==> src/rtl/mux_scan_nx1_pkg.sv <==
// Shared encodings for the scanning N-to-1 multiplexer and its helpers.
package mux_scan_nx1_pkg;

  localparam logic MODE_MAN  = 1'b0;
  localparam logic MODE_SCAN = 1'b1;

  typedef enum logic [1:0] {
    ST_MAN  = 2'd0,
    ST_SCAN = 2'd1,
    ST_HOLD = 2'd2
  } state_e;

endpackage

==> src/rtl/mux_scan_nx1_tick_prescaler.sv <==
// Dwell prescaler: counts enabled cycles and pulses tick on the last one of every DWELL.
module tick_prescaler #(
  parameter int DWELL = 50000
) (
  input  logic clk,
  input  logic rst_n,
  input  logic en,
  input  logic clr,
  output logic tick
);

  localparam int CW = $clog2(DWELL) + 1;
  localparam logic [CW-1:0] LAST = CW'(DWELL - 1);

  logic [CW-1:0] cnt_q, cnt_d;

  assign tick = en && (cnt_q == LAST);

  // Disabled cycles freeze the count so a paused scan resumes mid-dwell.
  always_comb begin
    cnt_d = cnt_q;
    if (clr || tick) begin
      cnt_d = '0;
    end else if (en) begin
      cnt_d = cnt_q + CW'(1);
    end
  end

  always_ff @(posedge clk or negedge rst_n) begin
    if (!rst_n) begin
      cnt_q <= '0;
    end else begin
      cnt_q <= cnt_d;
    end
  end

endmodule

==> src/rtl/mux_scan_nx1.sv <==
// N-to-1 registered multiplexer with manual select and auto-scan (dwell, hold, wrap pulse).
module mux_scan_nx1
  import mux_scan_nx1_pkg::*;
#(
  parameter int W     = 4,
  parameter int N     = 8,
  parameter int SELW  = $clog2(N),
  parameter int DWELL = 50000
) (
  input  logic            clk,
  input  logic            rst_n,
  input  logic [N*W-1:0]  i_bus,
  input  logic [SELW-1:0] s,
  input  logic            mode,
  input  logic            hold,
  output logic [W-1:0]    f,
  output logic [SELW-1:0] sel_out,
  output logic [N-1:0]    onehot,
  output logic            wrap
);

  localparam logic [SELW:0]   NUM  = (SELW + 1)'(N);
  localparam logic [SELW-1:0] LAST = SELW'(N - 1);

  state_e          state_q, state_d;
  logic [SELW-1:0] ch_q, ch_d;
  logic [W-1:0]    f_q, f_d;
  logic [N-1:0]    onehot_q, onehot_d;
  logic            wrap_q, wrap_d;
  logic            s_ok, ch_ok, tick, scan_en, scan_clr;

  assign s_ok     = ({1'b0, s} < NUM);
  assign scan_en  = (state_q == ST_SCAN) && (mode == MODE_SCAN) && !hold;
  assign scan_clr = (state_q == ST_MAN);

  tick_prescaler #(.DWELL(DWELL)) u_prescaler (
    .clk   (clk),
    .rst_n (rst_n),
    .en    (scan_en),
    .clr   (scan_clr),
    .tick  (tick)
  );

  // Hold takes priority over a terminal dwell, so a held scan never steps or wraps.
  always_comb begin
    state_d = state_q;
    ch_d    = ch_q;
    case (state_q)
      ST_MAN: begin
        if (mode == MODE_SCAN) begin
          state_d = ST_SCAN;
          ch_d    = s_ok ? s : '0;
        end else begin
          ch_d = s;
        end
      end
      ST_SCAN: begin
        if (mode == MODE_MAN) begin
          state_d = ST_MAN;
          ch_d    = s;
        end else if (hold) begin
          state_d = ST_HOLD;
        end else if (tick) begin
          ch_d = (ch_q == LAST) ? '0 : ch_q + SELW'(1);
        end
      end
      ST_HOLD: begin
        if (mode == MODE_MAN) begin
          state_d = ST_MAN;
          ch_d    = s;
        end else if (!hold) begin
          state_d = ST_SCAN;
        end
      end
      default: begin
        state_d = ST_MAN;
        ch_d    = '0;
      end
    endcase
  end

  // Outputs are computed from the channel being registered, so they move together with ch.
  always_comb begin
    ch_ok    = ({1'b0, ch_d} < NUM);
    f_d      = '0;
    onehot_d = '0;
    if (ch_ok) begin
      f_d            = i_bus[int'(ch_d)*W +: W];
      onehot_d[ch_d] = 1'b1;
    end
    wrap_d = tick && (ch_q == LAST);
  end

  always_ff @(posedge clk or negedge rst_n) begin
    if (!rst_n) begin
      state_q  <= ST_MAN;
      ch_q     <= '0;
      f_q      <= '0;
      onehot_q <= '0;
      wrap_q   <= 1'b0;
    end else begin
      state_q  <= state_d;
      ch_q     <= ch_d;
      f_q      <= f_d;
      onehot_q <= onehot_d;
      wrap_q   <= wrap_d;
    end
  end

  assign f       = f_q;
  assign sel_out = ch_q;
  assign onehot  = onehot_q;
  assign wrap    = wrap_q;

endmodule

==> config.mk <==
export PLATFORM = sky130hd
export DESIGN_NAME = mux_scan_nx1
export DESIGN_NICKNAME = d
export VERILOG_FILES = /design/src/rtl/mux_scan_nx1_pkg.sv /design/src/rtl/mux_scan_nx1_tick_prescaler.sv /design/src/rtl/mux_scan_nx1.sv
export SDC_FILE = /design/constraint.sdc
export NUM_CORES = 1
export LEC_CHECK = 0
export ABC_AREA = 0
export BUFFER_PORTS_ARGS = -buffer_cell sky130_fd_sc_hd__buf_2
export CAP_MARGIN = 30
export CORE_MARGIN = 2
export CORE_UTILIZATION = 56
export CTS_CLUSTER_SIZE = 25
export DETAILED_ROUTE_END_ITERATION = 8
export HOLD_SLACK_MARGIN = 0.15
export PLACE_DENSITY = 0.82
export SLEW_MARGIN = 20
export SYNTH_ARGS = -nofsm -noshare
export SYNTH_HDL_FRONTEND = slang
export SYNTH_SLANG_ARGS = --single-unit
==> constraint.sdc <==
create_clock -name clk -period 6.4 [get_ports clk]
set_clock_uncertainty 0.05 [all_clocks]
set_input_delay 0.32 -clock clk [delete_from_list [all_inputs] [get_ports clk]]
set_output_delay 0.32 -clock clk [all_outputs]
set_load 0.005 [all_outputs]
# ---- Yosys cells after proc, flatten, opt, wreduce, memory -nomap -nowiden
# Cells that the tools add are included.
dict set report totals {
  reg_bits 35
  latch_bits 0
  ram_bits 0
  romBits 0
  inputBits 39
  out_inout_bits 16
  mem_count 0
}
dict set report op_classes {
  add_sub_neg 2
  multipliers 0
  div 0
  n_lt_le_gt_ge 2
  n_eq_ne 7
  shift 1
  mux 16
  n_bitwise 0
  reduce_logical 10
}
# op n
set op_table {}
lappend op_table {{17-bit 2-to-1 mux} 2}
lappend op_table {{32-bit by 6-bit indexed part select with 4-bit output} 1}
lappend op_table {{17-bit by 1-bit adder with 17-bit output (second input constant)} 1}
lappend op_table {{17-bit by 16-bit equality test with 1-bit output (second input constant)} 1}
lappend op_table {{3-bit 2-to-1 mux} 5}
lappend op_table {{2-bit 2-to-1 mux} 5}
lappend op_table {{3-bit case mux with 3 select lines} 1}
lappend op_table {{3-bit != test (second input constant)} 2}
lappend op_table {{2-bit case mux with 3 select lines} 1}
lappend op_table {{1-bit logical AND} 5}
lappend op_table {{3-bit by 4-bit less-than comparator with 1-bit output (second input constant)} 1}
lappend op_table {{3-bit by 1-bit adder with 3-bit output (second input constant)} 1}
lappend op_table {{1-bit demux with 3-bit select} 1}
lappend op_table {{3-bit equality test (second input constant)} 1}
lappend op_table {{3-bit by 1-bit >= comparator with 1-bit output (second input constant)} 1}
lappend op_table {{3-bit AND reduction} 1}
lappend op_table {{2-bit by 1-bit equality test with 1-bit output (second input constant)} 1}
lappend op_table {{2-bit equality test (second input constant)} 1}
lappend op_table {{2-bit zero test} 1}
lappend op_table {{2-bit != test (second input constant)} 1}
lappend op_table {{2-bit nonzero test} 1}
lappend op_table {{1-bit zero test} 1}
lappend op_table {{1-bit logical OR} 1}
lappend op_table {{1-bit 2-to-1 mux} 1}

# ---- Logic depth before layout (Yosys ltp)
dict set report logic_depth {
  word_depth 12
  mapped_depth 10
  mapped_depth_nobuf 8
}

# ---- Hierarchy
# From an unflattened synthesis, not the netlist that was laid out.
dict set report hier_totals {
  cells_unflattened 194
  hier_area_um2 1995.7
}
# module n_inst cells_per_inst area_each_um2
set by_module_without_submodules {}
lappend by_module_without_submodules {mux_scan_nx1 1 104 1124.8}
lappend by_module_without_submodules {tick_prescaler 1 90 870.8}

# ---- Worst setup path after synthesis
# No wires, ideal clock.
dict set report synth_path {
  path_kind {register -> register}
  from {register state_q[1]}
  to {register f_q[3] (netlist: f[3])}
  arrival_time_ps 2258
  path_slack_ps 3968
  path_stages_with_launch 10
  period_less_slack_ps 2432
  cell_sequence {dfrtp_1 -> nand4bb_1 -> buf_2 -> or2_4 -> or4_1 -> a31oi_1 -> buf_4 -> mux2i_1 -> o22ai_1 -> a211o_1}
}
dict set report synth_via {
  elab_chain_len 9
}
# item line
set synth_lines {}
lappend synth_lines {{from (decl)} mux_scan_nx1.sv:25} ;# state_e state_q, state_d;
lappend synth_lines {{from (signal assigned)} mux_scan_nx1.sv:102} ;# state_q <= state_d;
lappend synth_lines {{2-bit by 1-bit equality test with 1-bit output} {mux_scan_nx1.sv:33, mux_scan_nx1.sv:48}}
lappend synth_lines {{1-bit logical AND (2 in a row)} mux_scan_nx1.sv:33} ;# assign scan_en = (state_q == ST_SCAN) && (mode == MODE_SCAN) && !hold;
lappend synth_lines {{1-bit logical AND} mux_scan_nx1_tick_prescaler.sv:17} ;# assign tick = en && (cnt_q == LAST);
lappend synth_lines {{3-bit 2-to-1 mux} mux_scan_nx1.sv:63} ;# end else if (tick) begin
lappend synth_lines {{3-bit 2-to-1 mux} mux_scan_nx1.sv:61} ;# end else if (hold) begin
lappend synth_lines {{3-bit 2-to-1 mux} mux_scan_nx1.sv:58} ;# if (mode == MODE_MAN) begin
lappend synth_lines {{3-bit case mux with 3 select lines (*)} mux_scan_nx1.sv:48} ;# case (state_q)
lappend synth_lines {{named net ch_d[0]} mux_scan_nx1.sv:26} ;# logic [SELW-1:0] ch_q, ch_d;
lappend synth_lines {{32-bit by 6-bit indexed part select with 4-bit output (*)} mux_scan_nx1.sv:88} ;# f_d = i_bus[int'(ch_d)*W +: W];
lappend synth_lines {{named net f_d[3]} mux_scan_nx1.sv:27} ;# logic [W-1:0] f_q, f_d;
lappend synth_lines {{to (signal assigned)} mux_scan_nx1.sv:98} ;# f_q <= '0;
lappend synth_lines {{to (signal assigned)} mux_scan_nx1.sv:104} ;# f_q <= f_d;
lappend synth_lines {{to (decl)} mux_scan_nx1.sv:27}
# Mark *: on every way through the listed nets, which the timed path passes. The rest lies on a longest branch.
# A chain may end at the register's enable or synchronous reset.

# ---- Worst setup path after layout
dict set report layout_path {
  from {register state_q[0]}
  to {register f_q[3] (netlist: f[3])}
}
dict set report layout_via {
  elab_chain_len 9
}
# item line
set layout_lines {}
lappend layout_lines {{2-bit by 1-bit equality test with 1-bit output} {mux_scan_nx1.sv:33, mux_scan_nx1.sv:48}}
lappend layout_lines {{1-bit logical AND (2 in a row)} mux_scan_nx1.sv:33}
lappend layout_lines {{1-bit logical AND} mux_scan_nx1_tick_prescaler.sv:17}
lappend layout_lines {{3-bit 2-to-1 mux} mux_scan_nx1.sv:63}
lappend layout_lines {{3-bit 2-to-1 mux} mux_scan_nx1.sv:61}
lappend layout_lines {{3-bit 2-to-1 mux} mux_scan_nx1.sv:58}
lappend layout_lines {{3-bit case mux with 3 select lines (*)} mux_scan_nx1.sv:48}
lappend layout_lines {{32-bit by 6-bit indexed part select with 4-bit output (*)} mux_scan_nx1.sv:88}
lappend layout_lines {{named net f_d[3]} mux_scan_nx1.sv:27}
# Marks and branches as above.

==> metrics.cfg <==
[critical_path]
path_delay_family = simple AND/OR/NAND/NOR gates
cp_max_fo = 14
worstPathArrival_ns = 3.51
path_cells = nand4bb_1, or2_4, or4_1, a31oi_1, mux2i_1, o22ai_1, a211o_1
cp-start-kind = register
crit_path_max_incr_delay_ns = 0.73
worst-setup-path-type = register to register
required_ns = 6.59
critPathSlowestCell = a31oi_1
end_kind = register
path_buf_inv = 0

[cts]
clock_sinks = 35
clockBufferDepth = 2
insertion_delay_ns = 0.34
cts-root-buf = clkbuf_4
path_clk_slew_ns = 0.10
cts_tree = done
cts_made_buffers = 5
htreeDepth = 2

[cells_and_area]
fin_nets = 298
area_growth_pct = 19.8
antenna_cells = 0
fill_cells = 296
drive_gt1_share_pct = 30.7
finish.instance_area_um2 = 2350

[pwr]
ir_drop_uv = 133
finalPower_w = 0.000495
leakage_nw = 1.15
powerDensity_nw_per_um2 = 211

[die]
die_y_um = 63.2
rows = 21
fp.dieW_um = 63.2
ioPinCount = 55
initial_core_util_pct = 58.3
dieArea_um2 = 3990
core_um2 = 3360

[synth]
synth-async-reset-ratio_pct = 100
syn_nets = 242
synth_area_per_cell_um2 = 9.81
yosys_register_bits = 35
ys_top_cells_by_area = dfrtp_1, nor2_1, mux2i_1
synth-seq-area-share_pct = 44.6
ys.flop_type = dfrtp_1
synth_edf_count = 0
synth_cells = 200
syn_area_um2 = 1960
yosysMostFrequentCell = dfrtp_1
yosysTopAreaCell = dfrtp_1
yosysTopAreaCellShare_pct = 44.6
yosys_warnings = 0
synth_common_cells = dfrtp_1, nor2_1, mux2i_1, xor2_1, nand3_1
synth_cell_type_count = 45

[sta]
hold_viol_final = 0
fmax_mhz = 301
finalSetupViolCount = 0
fin_ws_ns = 3.07
finalCritPeriodShare_pct = 52.0
finalSetupTns_ns = 0
tightest_slew_ns = 0.936
slew_headroom_pct = 37.3
fin_crit_ns = 3.33
timing.hold.ws_ns = 0.237
grt_setup_unrepaired = false
final-max-slew-violation-count = 0

[drt]
via_count = 1665
drc_errors = 0
drt_iter0_markers = 134
first_pass_iters = 4
wl_mm = 4.30
wl_per_cell_um = 14.2
viasPerCell = 5.50
ant_nets = 0

[grt]
antenna_found_initial = 0
grt_pass1_wl_mm = 7.47
grt_usage_pct = 23.6
grt_pass1_vias = 1695
grt_max_degree = 36
gr-total-overflow = 0

[run]
max_cap_violations = 0

[status]
outcome = completed

[place]
pre_cts_slack_ns = 3.15
gp_congestion = 0.874
dp_hpwl_mm = 3.14
dpl-instance-area_um2 = 2270
port_buffers = 54

[worst_hold_path]
hold_class = primary input to register

path summary, 6_finish.rpt:
check	from	end	slack, ns	cells after the start
max in group asynchronous	rst_n	sel_out[2]$_DFF_PN0_	5.31	2
max reg2reg	state_q[0]$_DFFE_PN0P_	f[3]$_DFF_PN0_	3.07	7
min reg2reg	u_prescaler.cnt_q[1]$_DFFE_PN0P_	u_prescaler.cnt_q[1]$_DFFE_PN0P_	0.51	2
min in group asynchronous	rst_n	u_prescaler.cnt_q[0]$_DFFE_PN0P_	0.51	2
min	hold	state_q[1]$_DFFE_PN0P_	0.24	2
max	state_q[0]$_DFFE_PN0P_	f[3]$_DFF_PN0_	3.07	7
sequential cells by signal, summed over array words and instances (netlist names):
signal             flops
wrap                   1
sel_out                3
onehot                 8
state_q                2
f                      4
u_prescaler.cnt_q     17
cell usage in the layout, fill, tap and decap left out, drive strengths merged, types with 4 or more instances in the layout:
master  netlist  routed
nand3         9       9
nor2         28      28
xor2         10      10
and3          5       5
mux2i        10      10
mux2          6       6
nand2         8       8
o21ai         4       4
o22ai         7       7
nand4         5       5
nor3          8       8
buf           6      56
xnor2         6       6
a21oi         6       6
clkbuf        2       7
inv           8       8
dfrtp        35      35
where the power goes:
part | internal [W] | switching, W
combinational | 0.0000519 | 0.0000558
sequential | 0.000237 | 0.0000114
clock | 0.0000642 | 0.0000750
total | 0.000353 | 0.000142
through the flow:
stage	utilization [%]	std cells
after floorplan	-	200
after global placement	67.4	294
after global routing	69.9	303
after detailed placement	67.4	294
after CTS	69.9	303
final	69.9	303
routing by layer:
layer  GRT usage (%)  vias up  share of wire, %  routed length, um
met4            8.15        0               1.8                 78
met3            5.36       11               5.7                247
met1            29.0      770                42               1820
met2            41.0       60                50               2160
li1                -      824                 -                  -
met5               0        -                 0                  0
cell families after synthesis:
kind of cell / synth area share (%)
AOI/OAI and AO/OA: 9.89
and+or+nand+nor: 24.2
buffers and inverters: 3.70
adders and majority gates: 1.91
DFF: 44.6
muxes: 8.55
xor gates and xnor gates: 7.14
what timing repair did:
item / CTS / global route
hold buffers: 1 / 0
hold endpoints to repair: 35 / 0
gates resized for setup: 0 / 0
buffers inserted: 0 / 0
layout make-up:
type,instances,area [um2],share of cell area (%)
multi-input combinational,149,1020,43.3
sequential,35,876,37.3
timing repair buffer,57,295,12.6
clock buffer,7,65.1,2.77
tap,46,57.6,2.45
inverter,8,30.0,1.28
clock inverter,1,7.51,0.319
Power figures use the tool's default switching activity.
